### src/rtl/signed_product_bcd_converter.sv
// Converts a two's-complement product to sign + magnitude BCD using iterative
// double-dabble (one bit per clock) behind valid/ready handshakes.
//
// state | meaning
// IDLE  | waiting for a product; in_ready high
// SHIFT | add-3 / shift-left one magnitude bit per clock; busy high
// DONE  | result held on sign/bcd with out_valid high until out_ready
module signed_product_bcd_converter #(
    parameter int WIDTH  = 8,
    parameter int DIGITS = 3
) (
    input  logic                  clk,
    input  logic                  reset,
    input  logic                  in_valid,
    output logic                  in_ready,
    input  logic [WIDTH-1:0]      Product_in,
    output logic                  out_valid,
    input  logic                  out_ready,
    output logic                  sign,
    output logic [4*DIGITS-1:0]   bcd,
    output logic                  busy
);

    localparam int CW = (WIDTH > 1) ? $clog2(WIDTH) : 1;
    localparam logic [WIDTH-1:0] ONE = WIDTH'(1);

    // The digit count must hold the largest magnitude, 2**(WIDTH-1).
    if (10**DIGITS <= 2**(WIDTH-1)) begin : g_digits_too_small
        $error("DIGITS too small for WIDTH");
    end

    typedef enum logic [1:0] {
        IDLE  = 2'd0,
        SHIFT = 2'd1,
        DONE  = 2'd2
    } state_t;

    state_t                state, state_nxt;
    logic                  sign_r;
    logic [WIDTH-1:0]      mag;
    logic [WIDTH-1:0]      mag_shift;
    logic [4*DIGITS-1:0]   bcd_work;
    logic [4*DIGITS-1:0]   bcd_adj;
    logic [4*DIGITS-1:0]   bcd_shift;
    logic [CW-1:0]         cnt;
    logic                  last_shift;

    assign last_shift = (cnt == CW'(WIDTH-1));

    always_ff @(posedge clk) begin
        if (reset) begin
            state <= IDLE;
        end else begin
            state <= state_nxt;
        end
    end

    always_comb begin
        state_nxt = state;
        case (state)
            IDLE:    if (in_valid)   state_nxt = SHIFT;
            SHIFT:   if (last_shift) state_nxt = DONE;
            DONE:    if (out_ready)  state_nxt = IDLE;
            default:                 state_nxt = IDLE;
        endcase
    end

    always_comb begin
        bcd_adj = bcd_work;
        for (int k = 0; k < DIGITS; k++) begin
            if (bcd_work[4*k +: 4] >= 4'd5) begin
                bcd_adj[4*k +: 4] = bcd_work[4*k +: 4] + 4'd3;
            end
        end
        bcd_shift = {bcd_adj[4*DIGITS-2:0], mag[WIDTH-1]};
        mag_shift = {mag[WIDTH-2:0], 1'b0};
    end

    // Negating the most negative value wraps to 2**(WIDTH-1), which is the
    // correct unsigned magnitude.
    always_ff @(posedge clk) begin
        if (reset) begin
            sign_r   <= 1'b0;
            mag      <= '0;
            bcd_work <= '0;
            cnt      <= '0;
            sign     <= 1'b0;
            bcd      <= '0;
        end else begin
            case (state)
                IDLE: begin
                    if (in_valid) begin
                        sign_r   <= Product_in[WIDTH-1];
                        mag      <= Product_in[WIDTH-1] ? (~Product_in + ONE) : Product_in;
                        bcd_work <= '0;
                        cnt      <= '0;
                    end
                end
                SHIFT: begin
                    bcd_work <= bcd_shift;
                    mag      <= mag_shift;
                    cnt      <= cnt + CW'(1);
                    if (last_shift) begin
                        bcd  <= bcd_shift;
                        sign <= sign_r && (bcd_shift != '0);
                    end
                end
                default: ;
            endcase
        end
    end

    assign in_ready  = (state == IDLE);
    assign busy      = (state == SHIFT);
    assign out_valid = (state == DONE);

endmodule

### config.mk
export PLATFORM = sky130hd
export DESIGN_NAME = signed_product_bcd_converter
export DESIGN_NICKNAME = d
export VERILOG_FILES = /design/src/rtl/signed_product_bcd_converter.sv
export SDC_FILE = /design/constraint.sdc
export NUM_CORES = 1
export LEC_CHECK = 0
export BUFFER_PORTS_ARGS = -buffer_cell sky130_fd_sc_hd__buf_2
export CAP_MARGIN = 25
export CORE_MARGIN = 2
export CORE_UTILIZATION = 45
export DETAILED_ROUTE_END_ITERATION = 16
export HOLD_SLACK_MARGIN = 0.02
export PLACE_DENSITY = 0.67
export SYNTH_ARGS = -nofsm -noshare
export SYNTH_HDL_FRONTEND = slang
export SYNTH_SLANG_ARGS = --single-unit
### constraint.sdc
create_clock -name clk -period 1.5 [get_ports clk]
set_input_delay 0.225 -clock clk [delete_from_list [all_inputs] [get_ports clk]]
set_output_delay 0.225 -clock clk [all_outputs]
set_load 0.05 [all_outputs]
### After elaboration in Yosys (flattened, before gate mapping)

Index checks and enable logic that the tools add are counted.

| operators by class | value |
|---|---|
| add/sub/neg operators | 5 |
| magnitude comparators | 3 |
| equal/unequal tests | 6 |
| mux-type cells | 14 |
| bitwise logic cells | 1 |
| reduce and logical (&&, ||, !) cells | 8 |

Operators by type and width:

| operator | count |
|---|---|
| case mux 12 bit (2 select lines) | 1 |
| 2-to-1 mux 8 bit | 2 |
| case mux 8 bit (2 select lines) | 1 |
| >= comparator 4 x 3 -> 1 bit (second input constant) | 3 |
| 2-to-1 mux 12 bit | 1 |
| nonzero test 12 bit | 1 |
| adder 4 x 2 -> 4 bit (second input constant) | 2 |
| adder 8 x 1 -> 8 bit (second input constant) | 1 |
| 2-to-1 mux 4 bit | 2 |
| NOT 8 bit | 1 |
| 2-to-1 mux 2 bit | 3 |
| 2-to-1 mux 3 bit | 2 |
| case mux 2 bit (3 select lines) | 1 |
| case mux 3 bit (2 select lines) | 1 |
| AND reduction 2 bit | 3 |
| != test 2 x 1 -> 1 bit (second input constant) | 2 |
| adder 3 x 1 -> 3 bit (second input constant) | 1 |
| adder 3 x 2 -> 3 bit (second input constant) | 1 |
| equality test 3 bit (second input constant) | 1 |
| AND reduction 3 bit | 1 |
| equality test 2 x 1 -> 1 bit (second input constant) | 1 |
| equality test 2 bit (second input constant) | 1 |
| zero test 2 bit | 1 |
| != test 2 bit (second input constant) | 1 |
| other kinds (2) | 2 |

| word-level totals | value |
|---|---|
| register bits after elaboration | 39 |
| input bits | 12 |
| output and inout port bits | 16 |
| word-level logic and storage cells | 44 |

### Longest topological paths before layout

| logic depth | value |
|---|---|
| depth in word-level cells | 5 |
| mapped depth | 8 |
| mapped depth without buffers | 7 |

### Worst setup path before layout

Ideal clock, no wire load.

| path | value |
|---|---|
| path kind | reg2reg |
| from | register state[0] |
| to | register mag[3] |
| data arrival time | 1803 ps |
| slack | -431 ps |
| stages on the path, launching flop included | 8 |
| cells stage by stage | dfxtp_1 nor2_1 and2_1 buf_4 nor2_2 buf_4 a221oi_2 nor2_1 |

| on the way | value |
|---|---|
| word-level cells in the longest chain between the ends | 3 |
| elaborated cells between the ends (all ways) | 6 |
| classes of those cells | 2 x eq/ne; 1 x mux; 3 x reduce/logical |

Ends and longest elaborated chain:

| item | line | RTL |
|---|---|---|
| start: declaration | 38 | `state_t state, state_nxt;` |
| start signal: assignment | 54 | `state <= state_nxt;` |
| zero test 2 bit * | - |  |
| net in_ready | 15 | `output logic in_ready,` |
| != test 2 bit (no line) or nonzero test 2 bit (tied branches) | - |  |
| AND reduction 2 bit (no line) | - |  |
| end signal: assignment | 94 | `mag <= Product_in[WIDTH-1] ? (~Product_in + ONE) : Product_in;` |
| end signal: assignment | 101 | `mag <= mag_shift;` |
| end: declaration | 40 | `logic [WIDTH-1:0] mag;` |

Mark *: on every way through the listed nets, which the timed path passes. The rest lies on a longest branch.
A chain may end at the register's enable or synchronous reset.

### Worst setup path in the final report

| path | value |
|---|---|
| from | register bcd_work[8] |
| to | register bcd[10] |

| on the way | value |
|---|---|
| word-level cells in the longest chain between the ends | 2 |
| elaborated cells between the ends (all ways) | 3 |
| classes of those cells | 1 x add/sub; 1 x order compare; 1 x mux |

Ends and longest elaborated chain:

| item | line | RTL |
|---|---|---|
| start: declaration | 42 | `logic [4*DIGITS-1:0] bcd_work;` |
| start signal: assignment | 100 | `bcd_work <= bcd_shift;` |
| >= comparator 4 x 3 -> 1 bit or adder 3 x 2 -> 3 bit (tied branches) | 71, 72 |  |
| 2-to-1 mux 3 bit * | 71 | `if (bcd_work[4*k +: 4] >= 4'd5) begin` |
| end signal: assignment | 104 | `bcd <= bcd_shift;` |
| end: declaration | 20 | `output logic [4*DIGITS-1:0] bcd,` |

Mark *: on every way between the ends. The rest lies on a longest branch, timed or not.

==> summary.txt <==
Finish
  • Layout Utilization: 65.5%
  • Final net count: 320
  • Fillers: 369
  • Leading cell types in the layout, fill and taps excluded: buf_4, dfxtp_1, nand2_1
  • Final instance area: 2850 um2
  • Antenna Cells: 0
  • Commonest non-fill, non-tap cell in the layout: buf_4
  • Area Growth Syn to Fin: 41.0%
  • Ratio of cells with drive above 1 in the final layout: 46.3%

Status
  • Status: finished, violations left
  • Failing checks: setup timing

Route
  • DRC Markers: 0
  • Final wirelength: 5010 um
  • Drt pass-1 iters: 6
  • Routed vias/inst: 5.33
  • DR WL/cell: 14.2 um
  • DRT antenna net count: 0
  • Starting DRC count in detailed routing: 79
  • Vias post-DR: 1875

Clock network
  • TritonCTS buffer count: 5
  • # H-tree levels: 2
  • Clk buf depth: 2
  • CTS tree: built
  • Hold Buf Count CTS: 0
  • Sinks on Clock Net: 39
  • Skew-Pair Late Insertion Delay: 0.30 ns
  • Clock root cell: clkbuf_8
  • Clk slew on worst S/H paths: 0.08 ns

Worst setup path
  • Crit. End Element: flip-flop
  • Data required time of the worst path: 1.75 ns
  • FF-to-FF End: bcd[10]
  • Reg2Reg Depth: 8
  • CP top delay family: flip-flops
  • Slowest cell on crit path: dfxtp_2
  • Slowest stage delay, CP: 0.35 ns
  • Crit-path cells: inv_1 > ha_4 > nand2b_4 > a21oi_4 > mux2i_2 > buf_4 > nand2_1 > a21oi_2
  • WS Path Type: flip-flop to flip-flop
  • Register-to-register setup slack: -0.04 ns
  • Critical path buffers and inverters: 2
  • Worst-path fanout max: 5
  • Worst flop-to-flop path startpoint: bcd_work[8]
  • Crit start category: flip-flop
  • Critical Path AT: 1.79 ns

Place
  • Total placed instance area: 2410 um2
  • Pre-CTS setup slack: -0.187 ns
  • Number of port buffers: 27
  • GP Congestion: 0.834
  • Post-DP HPWL: 3300 um

Logic synthesis
  • Syn avg cell area: 8.36 um2
  • Synth Area in Compound Gates: 19.7%
  • Mux cell area share after synthesis: 2.97%
  • Syn_nets: 263
  • Sequential area share after synthesis: 38.6%
  • Synth Area in Adders: 5.57%
  • Largest family of logic cells by synthesized area: simple AND/OR/NAND/NOR gates
  • Synth warn: 0
  • Distinct cell type count after synthesis: 42
  • Simple-gate portion of the synthesized area: 23.0%
  • XOR/XNOR share of the synthesized area: 3.46%
  • Netlist Area Pre-Place: 2020 um2
  • Synthesized flop and latch total: 39
  • Post-Synthesis Cells: 242

STA
  • Hold Vio Cnt, Final: 0
  • Final setup viols: 5
  • Fin. max-slew vios: 0
  • RSZ-0062 raised after global routing: true
  • Worst setup slack after layout: -0.0447 ns
  • Achievable frequency: 647 MHz
  • Worst slew pin tran: 0.380 ns
  • Period utilization: 103%
  • Relative slew slack: 74.6%
  • Clock Skews: 0.0102 ns
  • Final worst path period need: 1.54 ns
  • Setup TNS Final: -0.177 ns

GRT
  • Vias in the first global route: 1768
  • All-Layer GR Usage: 20.4%
  • GRT overflow: 0
  • First-pass GRT wire length: 8180 um
  • Largest net degree at the start of global routing: 20
  • Antenna violations before repair: 0

Floorplan
  • Number of I/O pins: 28
  • Row Count: 24
  • Core box area: 4350 um2
  • DIE WIDTH: 71.1 um
  • Vert. Die Dim: 71.1 um
  • Initial Util: 46.5%
  • Total Die Area: 5050 um2

Power and ir drop
  • Total leakage power: 1.09 nW
  • Pwr dens: 745 nW/um2
  • VDD IR max: 452 uV
  • Total chip power: 2.13 mW

Hold path
  • Hold path depth: 3
  • Hold Crit Start: Product_in[0]
  • Hold endpoint: mag[0]
  • Worst hold path class: primary input to flip-flop

Flow run
  • MaxCap Viol Count: 0
## worst max-delay path by stage
stage          endpoint  cells past startpoint  slack, ns        start
2_1_floorplan    mag[3]                      7      0.005     state[0]
3_3_place_gp       sign                      7      -0.09  bcd_work[1]
3_5_place_dp       sign                      7      -0.19  bcd_work[9]
4_1_cts          bcd[6]                      8      -0.03  bcd_work[5]
5_1_grt         bcd[10]                      8      -0.12  bcd_work[9]
6_report        bcd[10]                      8      -0.04  bcd_work[8]
## cell usage after synthesis
cell | count | share of area, %
nand3_1 | 16 | 4.0
a21boi_0 | 2 | 0.74
xnor2_1 | 6 | 2.6
ha_1 | 9 | 5.6
a21oi_2 | 2 | 0.87
o21ai_0 | 2 | 0.49
a211oi_2 | 2 | 1.2
a21oi_1 | 32 | 7.9
a221oi_2 | 2 | 1.5
nor4_1 | 2 | 0.62
nor4b_1 | 1 | 0.43
o21ai_2 | 1 | 0.43
nor3b_2 | 2 | 1.2
inv_2 | 1 | 0.19
a31o_1 | 1 | 0.43
a221oi_1 | 1 | 0.43
or3_1 | 1 | 0.31
buf_2 | 3 | 0.74
inv_1 | 9 | 1.7
nand2b_2 | 1 | 0.43
nand2_1 | 32 | 5.9
and2_1 | 2 | 0.62
buf_6 | 3 | 1.7
nor2_1 | 15 | 2.8
nand2b_1 | 5 | 1.5
o31ai_2 | 1 | 0.62
nor2_2 | 1 | 0.31
mux2i_1 | 6 | 3.0
dfxtp_1 | 39 | 39
a211oi_1 | 3 | 1.1
a311oi_1 | 1 | 0.43
clkbuf_1 | 7 | 1.3
o31ai_1 | 2 | 0.74
xor2_1 | 2 | 0.87
nor3b_1 | 4 | 1.5
a31oi_1 | 1 | 0.31
buf_4 | 3 | 1.1
o21ai_1 | 4 | 0.99
nor2b_1 | 5 | 1.5
and4_4 | 1 | 0.56
a22oi_1 | 4 | 1.5
nor3_1 | 5 | 1.2
## power by group
group | switching [mW] | total (mW) | leakage (nW) | internal, mW
registers | 0.0183 | 1.07 | 0.321 | 1.06
logic | 0.154 | 0.260 | 0.721 | 0.105
clock network | 0.375 | 0.793 | 0.0505 | 0.418
total | 0.547 | 2.13 | 1.09 | 1.58
## layout make-up
class / instances / area [um2] / share of cell area, %
clock buffer: 7 / 96.3 / 3.38
clock inverter: 1 / 7.51 / 0.263
inverter: 10 / 47.5 / 1.67
multi-input combinational: 177 / 1370 / 48.1
sequential: 39 / 798 / 28.0
tap: 52 / 65.1 / 2.28
timing repair buffer: 66 / 467 / 16.4
## through the flow
stage | instances | hold slack, ns
4_1_cts | 348 | 0.203
6_report | 352 | 0.212
3_5_place_dp | 337 | 0.446
5_1_grt | 352 | 0.231
2_1_floorplan | 242 | 0.361
3_3_place_gp | 337 | 0.441
## state kept, by name, summed over array words and instances (netlist names)
| name | count |
|---|---|
| sign_r | 1 |
| state | 2 |
| bcd | 12 |
| bcd_work | 12 |
| sign | 1 |
| cnt | 3 |
| mag | 8 |
## tightest hold or removal path: cells and delay by family
kind	cells	cell delay [ns]
buf+inv	1	0.13
simple gates	1	0.06
compound gates	1	0.05
## routing by layer
metal / share of wire (%) / GRT usage (%) / up-vias
met5: 0 / 0 / -
met4: 2.0 / 9.01 / 0
met3: 3.1 / 3.85 / 10
met2: 49 / 32.6 / 38
met1: 45 / 26.8 / 873
li1: - / - / 954
## what timing repair did
| item | in CTS | in global routing |
|---|---|---|
| buffers inserted | 3 | 4 |
| gates resized for setup | 30 | 39 |
| endpoints found under the hold margin | 0 | 0 |
| endpoints found under the setup margin | 28 | 20 |
| pin swaps | 8 | 14 |
## logic make-up after synthesis
logic type	after synthesis
compound gates	61
xor+xnor	8
fa+ha+maj	9
buf+inv	26
flops	39
mux	6
simple gates	93
(Power assumes the default switching activity.)
